`src/rtl/qspi_prog_sequencer.sv`:
```
// qspi_prog_sequencer: drives a memory-mapped QSPI controller over an AHB-Lite master port
// to optionally erase a 4 KiB sector and then program up to one 256-byte page from a byte
// stream. Each bus access is a single NONSEQ transfer; the bus is never pipelined.
module qspi_prog_sequencer #(
    parameter logic [31:0] REG_BASE   = 32'h00010000,
    parameter logic [15:0] POLL_LIMIT = 16'd65535
) (
    input  logic        HCLK,
    input  logic        HRESET,
    input  logic        start,
    input  logic [23:0] cfg_addr,
    input  logic [8:0]  cfg_len,
    input  logic        skip_erase,
    input  logic [7:0]  wr_data,
    input  logic        wr_valid,
    output logic        wr_ready,
    output logic        busy,
    output logic        done,
    output logic        error,
    output logic [1:0]  err_code,
    output logic [31:0] HADDR,
    output logic [1:0]  HTRANS,
    output logic        HWRITE,
    output logic [31:0] HWDATA,
    input  logic        HREADY,
    input  logic [31:0] HRDATA,
    input  logic        HRESP
);

    localparam logic [31:0] OFF_CTRL   = 32'h00;
    localparam logic [31:0] OFF_STATUS = 32'h04;
    localparam logic [31:0] OFF_ADDR   = 32'h08;
    localparam logic [31:0] OFF_LEN    = 32'h0C;
    localparam logic [31:0] OFF_DATA   = 32'h10;

    localparam logic [2:0] OP_WREN = 3'd0;
    localparam logic [2:0] OP_PP   = 3'd3;
    localparam logic [2:0] OP_SE   = 3'd4;

    localparam logic [1:0] TRANS_IDLE   = 2'b00;
    localparam logic [1:0] TRANS_NONSEQ = 2'b10;

    typedef enum logic [3:0] {
        IDLE, CHECK, WREN_E, ADDR_E, CMD_E, POLL_E, WREN_P, ADDR_P, LEN_P, FILL, CMD_P,
        POLL_P, DONE, ERR
    } state_t;

    // Where the single outstanding bus transfer currently is.
    typedef enum logic [1:0] {
        BUS_IDLE, BUS_ADDR, BUS_DATA
    } phase_t;

    function automatic logic [31:0] ctrl_word(input logic [2:0] op);
        return {24'b0, 1'b1, 4'b0, op};
    endfunction

    state_t      state_q, state_d;
    phase_t      phase_q, phase_d;
    logic        poll_q, poll_d;          // WREN states: write done, now polling STATUS
    logic [15:0] poll_cnt_q, poll_cnt_d;
    logic [8:0]  byte_cnt_q, byte_cnt_d;
    logic [23:0] addr_q, addr_d;
    logic [8:0]  len_q, len_d;
    logic        skip_q, skip_d;
    logic [1:0]  err_code_q, err_code_d;
    logic [31:0] haddr_q, haddr_d;
    logic [1:0]  htrans_q, htrans_d;
    logic        hwrite_q, hwrite_d;
    logic [31:0] hwdata_q, hwdata_d;

    logic        req, req_write, poll_read, xfer_ok, xfer_err;
    logic [31:0] req_off, req_data;
    logic [9:0]  len_sum;
    logic        unused_rdata;

    assign unused_rdata = ^HRDATA[31:1];

    // State and bus output registers; reset abandons any sequence in flight.
    always_ff @(posedge HCLK or posedge HRESET) begin
        if (HRESET) begin
            state_q    <= IDLE;
            phase_q    <= BUS_IDLE;
            poll_q     <= 1'b0;
            poll_cnt_q <= '0;
            byte_cnt_q <= '0;
            addr_q     <= '0;
            len_q      <= '0;
            skip_q     <= 1'b0;
            err_code_q <= 2'd0;
            haddr_q    <= '0;
            htrans_q   <= TRANS_IDLE;
            hwrite_q   <= 1'b0;
            hwdata_q   <= '0;
        end else begin
            state_q    <= state_d;
            phase_q    <= phase_d;
            poll_q     <= poll_d;
            poll_cnt_q <= poll_cnt_d;
            byte_cnt_q <= byte_cnt_d;
            addr_q     <= addr_d;
            len_q      <= len_d;
            skip_q     <= skip_d;
            err_code_q <= err_code_d;
            haddr_q    <= haddr_d;
            htrans_q   <= htrans_d;
            hwrite_q   <= hwrite_d;
            hwdata_q   <= hwdata_d;
        end
    end

    // Next-state: bus phase tracking, sequence steps, poll timeout, bus error and launch.
    always_comb begin
        state_d    = state_q;
        phase_d    = phase_q;
        poll_d     = poll_q;
        poll_cnt_d = poll_cnt_q;
        byte_cnt_d = byte_cnt_q;
        addr_d     = addr_q;
        len_d      = len_q;
        skip_d     = skip_q;
        err_code_d = err_code_q;
        haddr_d    = haddr_q;
        htrans_d   = htrans_q;
        hwrite_d   = hwrite_q;
        hwdata_d   = hwdata_q;
        req        = 1'b0;
        req_write  = 1'b0;
        req_off    = OFF_CTRL;
        req_data   = '0;
        poll_read  = 1'b0;
        xfer_ok    = 1'b0;
        xfer_err   = 1'b0;
        wr_ready   = 1'b0;
        len_sum    = {2'b0, addr_q[7:0]} + {1'b0, len_q};

        unique case (phase_q)
            BUS_ADDR: begin
                if (HREADY) begin
                    phase_d  = BUS_DATA;
                    htrans_d = TRANS_IDLE;
                end
            end
            BUS_DATA: begin
                if (HRESP) begin
                    xfer_err = 1'b1;
                    phase_d  = BUS_IDLE;
                end else if (HREADY) begin
                    xfer_ok = 1'b1;
                    phase_d = BUS_IDLE;
                end
            end
            default: ;
        endcase

        unique case (state_q)
            IDLE: begin
                if (start) begin
                    addr_d     = cfg_addr;
                    len_d      = cfg_len;
                    skip_d     = skip_erase;
                    err_code_d = 2'd0;
                    poll_d     = 1'b0;
                    poll_cnt_d = '0;
                    byte_cnt_d = '0;
                    state_d    = CHECK;
                end
            end
            CHECK: begin
                if (len_q == 9'd0 || len_q > 9'd256 || len_sum > 10'd256) begin
                    err_code_d = 2'd1;
                    state_d    = ERR;
                end else begin
                    state_d = skip_q ? WREN_P : WREN_E;
                end
            end
            WREN_E, WREN_P: begin
                req = 1'b1;
                if (!poll_q) begin
                    req_write = 1'b1;
                    req_data  = ctrl_word(OP_WREN);
                    if (xfer_ok) begin
                        poll_d     = 1'b1;
                        poll_cnt_d = '0;
                    end
                end else begin
                    req_off   = OFF_STATUS;
                    poll_read = 1'b1;
                    if (xfer_ok && !HRDATA[0]) begin
                        poll_d  = 1'b0;
                        state_d = (state_q == WREN_E) ? ADDR_E : ADDR_P;
                    end
                end
            end
            ADDR_E: begin
                req       = 1'b1;
                req_write = 1'b1;
                req_off   = OFF_ADDR;
                req_data  = {8'b0, addr_q[23:12], 12'b0};
                if (xfer_ok) state_d = CMD_E;
            end
            CMD_E, CMD_P: begin
                req       = 1'b1;
                req_write = 1'b1;
                req_data  = ctrl_word((state_q == CMD_E) ? OP_SE : OP_PP);
                if (xfer_ok) begin
                    poll_cnt_d = '0;
                    state_d    = (state_q == CMD_E) ? POLL_E : POLL_P;
                end
            end
            POLL_E, POLL_P: begin
                req       = 1'b1;
                req_off   = OFF_STATUS;
                poll_read = 1'b1;
                if (xfer_ok && !HRDATA[0]) state_d = (state_q == POLL_E) ? WREN_P : DONE;
            end
            ADDR_P: begin
                req       = 1'b1;
                req_write = 1'b1;
                req_off   = OFF_ADDR;
                req_data  = {8'b0, addr_q};
                if (xfer_ok) state_d = LEN_P;
            end
            LEN_P: begin
                req       = 1'b1;
                req_write = 1'b1;
                req_off   = OFF_LEN;
                req_data  = {23'b0, len_q};
                if (xfer_ok) state_d = FILL;
            end
            FILL: begin
                // A byte is only taken when its DATA write can be launched immediately.
                wr_ready = (phase_q == BUS_IDLE) && (byte_cnt_q != len_q);
                if (wr_valid && wr_ready) begin
                    req        = 1'b1;
                    req_write  = 1'b1;
                    req_off    = OFF_DATA;
                    req_data   = {24'b0, wr_data};
                    byte_cnt_d = byte_cnt_q + 9'd1;
                end
                if (xfer_ok && byte_cnt_q == len_q) state_d = CMD_P;
            end
            DONE:    state_d = IDLE;
            ERR:     state_d = IDLE;
            default: state_d = IDLE;
        endcase

        // A STATUS read still showing busy consumes one poll of the current command's budget.
        if (poll_read && xfer_ok && HRDATA[0]) begin
            if (poll_cnt_q == POLL_LIMIT - 16'd1) begin
                err_code_d = 2'd2;
                state_d    = ERR;
            end else begin
                poll_cnt_d = poll_cnt_q + 16'd1;
            end
        end

        if (xfer_err) begin
            err_code_d = 2'd3;
            state_d    = ERR;
        end

        // Launch a new single transfer only once the previous one has fully completed.
        if (req && phase_q == BUS_IDLE) begin
            phase_d  = BUS_ADDR;
            htrans_d = TRANS_NONSEQ;
            haddr_d  = REG_BASE + req_off;
            hwrite_d = req_write;
            hwdata_d = req_write ? req_data : 32'h0;
        end
    end

    // Status outputs decoded from the registered state.
    always_comb begin
        busy     = !(state_q == IDLE || state_q == DONE || state_q == ERR);
        done     = (state_q == DONE);
        error    = (state_q == ERR);
        err_code = err_code_q;
        HADDR    = haddr_q;
        HTRANS   = htrans_q;
        HWRITE   = hwrite_q;
        HWDATA   = hwdata_q;
    end

endmodule

```
`config.mk`:
```
export PLATFORM = sky130hd
export DESIGN_NAME = qspi_prog_sequencer
export DESIGN_NICKNAME = d
export VERILOG_FILES = /design/src/rtl/qspi_prog_sequencer.sv
export SDC_FILE = /design/constraint.sdc
export NUM_CORES = 1
export LEC_CHECK = 0
export ABC_AREA = 0
export BUFFER_PORTS_ARGS = -buffer_cell sky130_fd_sc_hd__buf_2
export CORE_MARGIN = 2
export CORE_UTILIZATION = 53
export DETAILED_ROUTE_END_ITERATION = 12
export HOLD_SLACK_MARGIN = 0.08
export PLACE_DENSITY_LB_ADDON = 0.1
export SLEW_MARGIN = 15
export SYNTH_ARGS = -nofsm -noshare
export SYNTH_HDL_FRONTEND = slang
export SYNTH_SLANG_ARGS = --single-unit
```
`constraint.sdc`:
```
create_clock -name HCLK -period 3.79 [get_ports HCLK]
set_clock_uncertainty 0.2 [all_clocks]
set_input_delay 0.758 -clock HCLK [delete_from_list [all_inputs] [get_ports HCLK]]
set_output_delay 0.758 -clock HCLK [all_outputs]
set_load 0.02 [all_outputs]
```
Yosys cells after proc, flatten, opt, wreduce, memory -nomap -nowiden --
Index checks and enable logic that the tools add are counted. W data, S select, Z words.
Word-level totals: word-level logic and storage cells 138, input bits 80, flip-flop bits (word level) 135
Operators by class: muxes and demuxes 65, order comparisons 2, reductions and logical operators 32, add/sub/neg operators 4, equality and inequality tests 22
Operators with widths (number):
- $pmux W24 S6 | 1
- $mux W16 | 5
- $mux W4 | 15
- $pmux W16 S3 | 1
- $pmux W4 S9 | 1
- $add A17 B32 Y32 const A | 1
- $mux W32 | 1
- $pmux W5 S5 | 1
- $eq A4 B4 Y1 const B | 6
- $mux W2 | 11
- $mux W9 | 2
- $pmux W9 S2 | 1
- $add A16 B1 Y16 const B | 1
- $eq A16 B16 Y1 const B | 1
- $eq A4 B3 Y1 const B | 4
- $mux W8 | 2
- $mux W1 | 13
- $mux W3 | 4
- $add A8 B9 Y10 | 1
- $gt A10 B9 Y1 const B | 1
- $add A9 B1 Y9 const B | 1
- $eq A9 B9 Y1 | 1
- $gt A9 B9 Y1 const B | 1
- $logic_not A9 Y1 | 1
- 24 further kinds | 48

Depth between registers and ports, before layout --
depth in word-level cells 10, gate-level depth with buffers 10, depth with buffers taken out 10

Least setup slack after synthesis --
No wires, ideal clock.
kind register to register, start register len_q[0], end register state_q[1], period minus slack after synthesis 2.572 ns, slack 1.218 ns, arrival 2.306 ns, cell stages (with the launch flop) 11, required time 3.524 ns, library setup time 0.066 ns, path through dfrtp_1 > ha_1 > inv_1 > fa_1 > nand2b_1 > a21oi_1 > a21boi_0 > xnor2_1 > o41ai_2 > nor3b_2 > o311a_1
On the way: longest elaborated chain between the ends 8, elaborated cells on any way between the ends 14, classes of those cells add/sub (1); order compare (2); eq/ne (1); mux (6); reduce/logical (4)
Ends and longest elaborated chain:
- start, declared | RTL line 63 | logic [8:0] len_q, len_d;
- start signal, assigned | RTL line 101 | len_q <= len_d;
- $add A8 B9 Y10 (tied with other cells) | RTL line 134 | len_sum = {2'b0, addr_q[7:0]} + {1'b0, len_q};
- $gt A10 B9 Y1 or $logic_or A1 B1 Y1 (tied branches) | RTL line 169 | if (len_q == 9'd0 || len_q > 9'd256 || len_sum > 10'd256) begin
- $logic_or A1 B1 Y1 | RTL line 169
- $mux W4 | RTL line 169
- $pmux W4 S9 * | RTL line 155 | unique case (state_q)
- $mux W4 | RTL line 249 | if (poll_cnt_q == POLL_LIMIT - 16'd1) begin
- $mux W4 * | RTL line 248 | if (poll_read && xfer_ok && HRDATA[0]) begin
- $mux W4 * | RTL line 257 | if (xfer_err) begin
- net state_d[1] | RTL line 57 | state_t state_q, state_d;
- end signal, assigned | RTL line 95 | state_q <= state_d;
- end, declared | RTL line 57
Mark *: on every way through the listed nets, which the timed path passes. The rest lies on a longest branch. A chain may end at the register's enable or synchronous reset.

Worst setup path in the final report --
Same ends and word-level chain as after synthesis.

==> flow_summary.ini <==
[run_status]
status = completed

[critical_path]
reg2regPathDepth = 10
path_buf_inv = 1
critPathRequiredTime_ps = 3890
setup.worst_path.end_class = flip-flop
reg2reg_from = len_q[0]
cp_slowest_stage_delay_ps = 480
critPathArrivalTime_ps = 3200
r2r_setup_slack_ps = 690
path_delay_family = compound AO/OA/AOI/OAI gates
worstSetupPathType = reg -> reg
cp-start-kind = flip-flop
crit_fanout = 5
path_cells = ha_1, inv_1, fa_1, nand2b_1, a21oi_1, a21boi_0, xnor2_1, o41ai_2, nor3b_2, o311a_1
reg2reg_to = state_q[1]
crit_slowest_cell = dfrtp_1

[global_routing]
grt_first_pass_wirelength_um = 20510
grt_max_degree = 66
grt_use_met2 = 0.3691
grtUsageMet1 = 0.3138
grt_pass1_vias = 4165
grt-ovfl-total = 0
grt_use_total = 0.2295
antenna_found_initial = 0
met3_usage = 0.04391
grt.busiest_layer = met2

[yosys]
synthTopCellsByCount = nand2_1, dfrtp_1, nor2_1
netlist_area_um2 = 5441
syn_inst = 609
yosys_most_used_dff = dfrtp_1
yosysMostFrequentCell = nand2_1
synth_edf_count = 0
avgSynthCellArea_um2 = 8.935
synth.area.top_cells = dfrtp_1, nand2_1, buf_4
ys_ff_latch = 98
synth_top_area_share = 0.4507
ys_seq_area_frac = 0.4507
ys_warn_count = 0
async_flop_share = 1.000
synth_top_area_cell = dfrtp_1
synthDistinctLibCells = 66

[detailed_routing]
routed_wl_um = 12580
remaining_drc_errors = 0
first_pass_iters = 5
first_iter_violations = 234
avgViaCountPerCell = 5.311
vias = 4376
ant_nets = 0
wire_per_inst_um = 15.26

[clock_tree]
holdBufCountCts = 0
cts_resized = 0
numCtsBuffers = 9
cts_sinks = 98
clk_pin_slew_ps = 100
root_buffer = clkbuf_8
insertion_delay_ps = 370
h-tree-depth = 3
post-cts-setup-buffers = 0
cts_tree = done
clockBufferDepth = 2

[sta]
slew_headroom = 0.4628
post-route-period-util = 0.8173
setup_viol = 0
report.final.slew_viol_count = 0
hold_violations = 0
fmax_ghz = 0.3228
min_period_ps = 3098
setup_tns_ps = 0
worstMarginPinSlew_ps = 802.8
rsz0062_at_grt = no

[die]
die_w_um = 105.3
start_util = 0.5516
boundaryPins = 153
core_region_area_um2 = 9864
fp-row-count = 36
die_y_um = 105.3
dieArea_um2 = 11090

[finish]
nNetsFinal = 781
fillCellCount = 874
drive_gt1_frac = 0.1795
area_growth_pct = 10.76
fin_util = 0.6110
antenna_cells = 0

[power]
p_leak_nw = 3.170
net-switching-power_w = 0.001939
seqPwrFrac = 0.386
finalPower_w = 0.004297
p_comb_frac = 0.463
power_switching_share = 0.4513
intPower_w = 0.002358
p_clk_frac = 0.151
ir_drop_mv = 0.3579
pwr_density_cell_nw_per_um2 = 713.0

[min_path]
hp-class = in -> async

[placement]
port_buffers = 84
hpwl_um = 9006
gp_congestion = 0.8837

[flow_run]
maxCapViolations = 0
[cell type report]
type / count / area, um2 / share of cell area
Inverter: 16 / 61.31 / 0.01017
Clock inverter: 6 / 48.80 / 0.008096
Clock buffer: 10 / 137.6 / 0.02284
Multi-Input combinational cell: 469 / 2655 / 0.4405
Sequential cell: 98 / 2452 / 0.4069
Tap cell: 133 / 166.4 / 0.02761
Timing Repair Buffer: 92 / 505.5 / 0.08387
[sequential cells by signal, summed over array words and instances (netlist names)]
signal / count
HADDR: 4
HTRANS: 1
HWDATA: 24
HWRITE: 1
addr_q: 24
byte_cnt_q: 9
err_code: 2
len_q: 9
phase_q: 2
poll_cnt_q: 16
poll_q: 1
skip_q: 1
state_q: 4
[layout by cell type (no fill, tap or decap), drive strengths merged, types with 15 or more instances in the layout]
| master | count |
|---|---|
| dfrtp | 98 |
| buf | 92 |
| a22o | 19 |
| xor2 | 23 |
| o21ai | 23 |
| nor2 | 57 |
| conb | 37 |
| nand3 | 15 |
| inv | 17 |
| a21oi | 28 |
| nand2 | 150 |
[worst max-delay path by stage]
stage	startpoint	endpoint	slack (ps)	depth (start not counted)
CTS	len_q[0]	state_q[1]	710	10
detailed placement	len_q[0]	state_q[1]	740	10
global placement	len_q[0]	state_q[1]	850	10
global route	len_q[0]	state_q[1]	520	10
finish	len_q[0]	state_q[1]	690	10
floorplan	HRESET	HADDR[16]	270	1
[metrics by stage]
stage          setup WS, ps  hold slack [ps]  cells  area, um2
2_1_floorplan         269.9            238.0    645       5577
3_3_place_gp          851.8            246.1    808       5841
3_5_place_dp          736.8            247.1    808       5841
4_1_cts               706.7            244.8    824       6027
5_1_grt               520.7            264.3    824       6027
6_report              692.3            232.3    824       6027
[layer usage]
layer	part of all wire	routed length [um]
met1	0.45	5706
met2	0.47	5905
met3	0.065	818
met4	0.012	147
met5	0	0
[worst register-to-register path, stage by stage, from the launching register on]
cell and delay, ps:
dfrtp_1 480, ha_1 220, inv_1 60, fa_1 390, nand2b_1 160, a21oi_1 270, a21boi_0 190, xnor2_1 160
o41ai_2 460, nor3b_2 250, o311a_1 190
[power groups by stage]
stage,logic (W),registers (W),clock network [W]
global route,0.00220,0.00170,0.000703
global placement,0.00191,0.00166,0
CTS,0.00198,0.00165,0.000667
finish,0.00199,0.00166,0.000651
floorplan,0.00147,0.00166,0
detailed placement,0.00197,0.00168,0
[cells by family (layout without fill, tap and decap cells)]
logic type,count (synthesis),in the layout,share of synthesized area
multiplexers,3,3,0.005519
adder cells (fa/ha/maj),15,15,0.03587
other,1,37,0.0006892
buffers and inverters,78,124,0.08623
XOR/XNOR,35,35,0.05633
AO/OA/AOI/OAI,108,108,0.1446
flip-flops,98,98,0.4507
AND/OR/NAND/NOR,271,271,0.2201
Note: power is estimated with default switching activity, not from simulation.
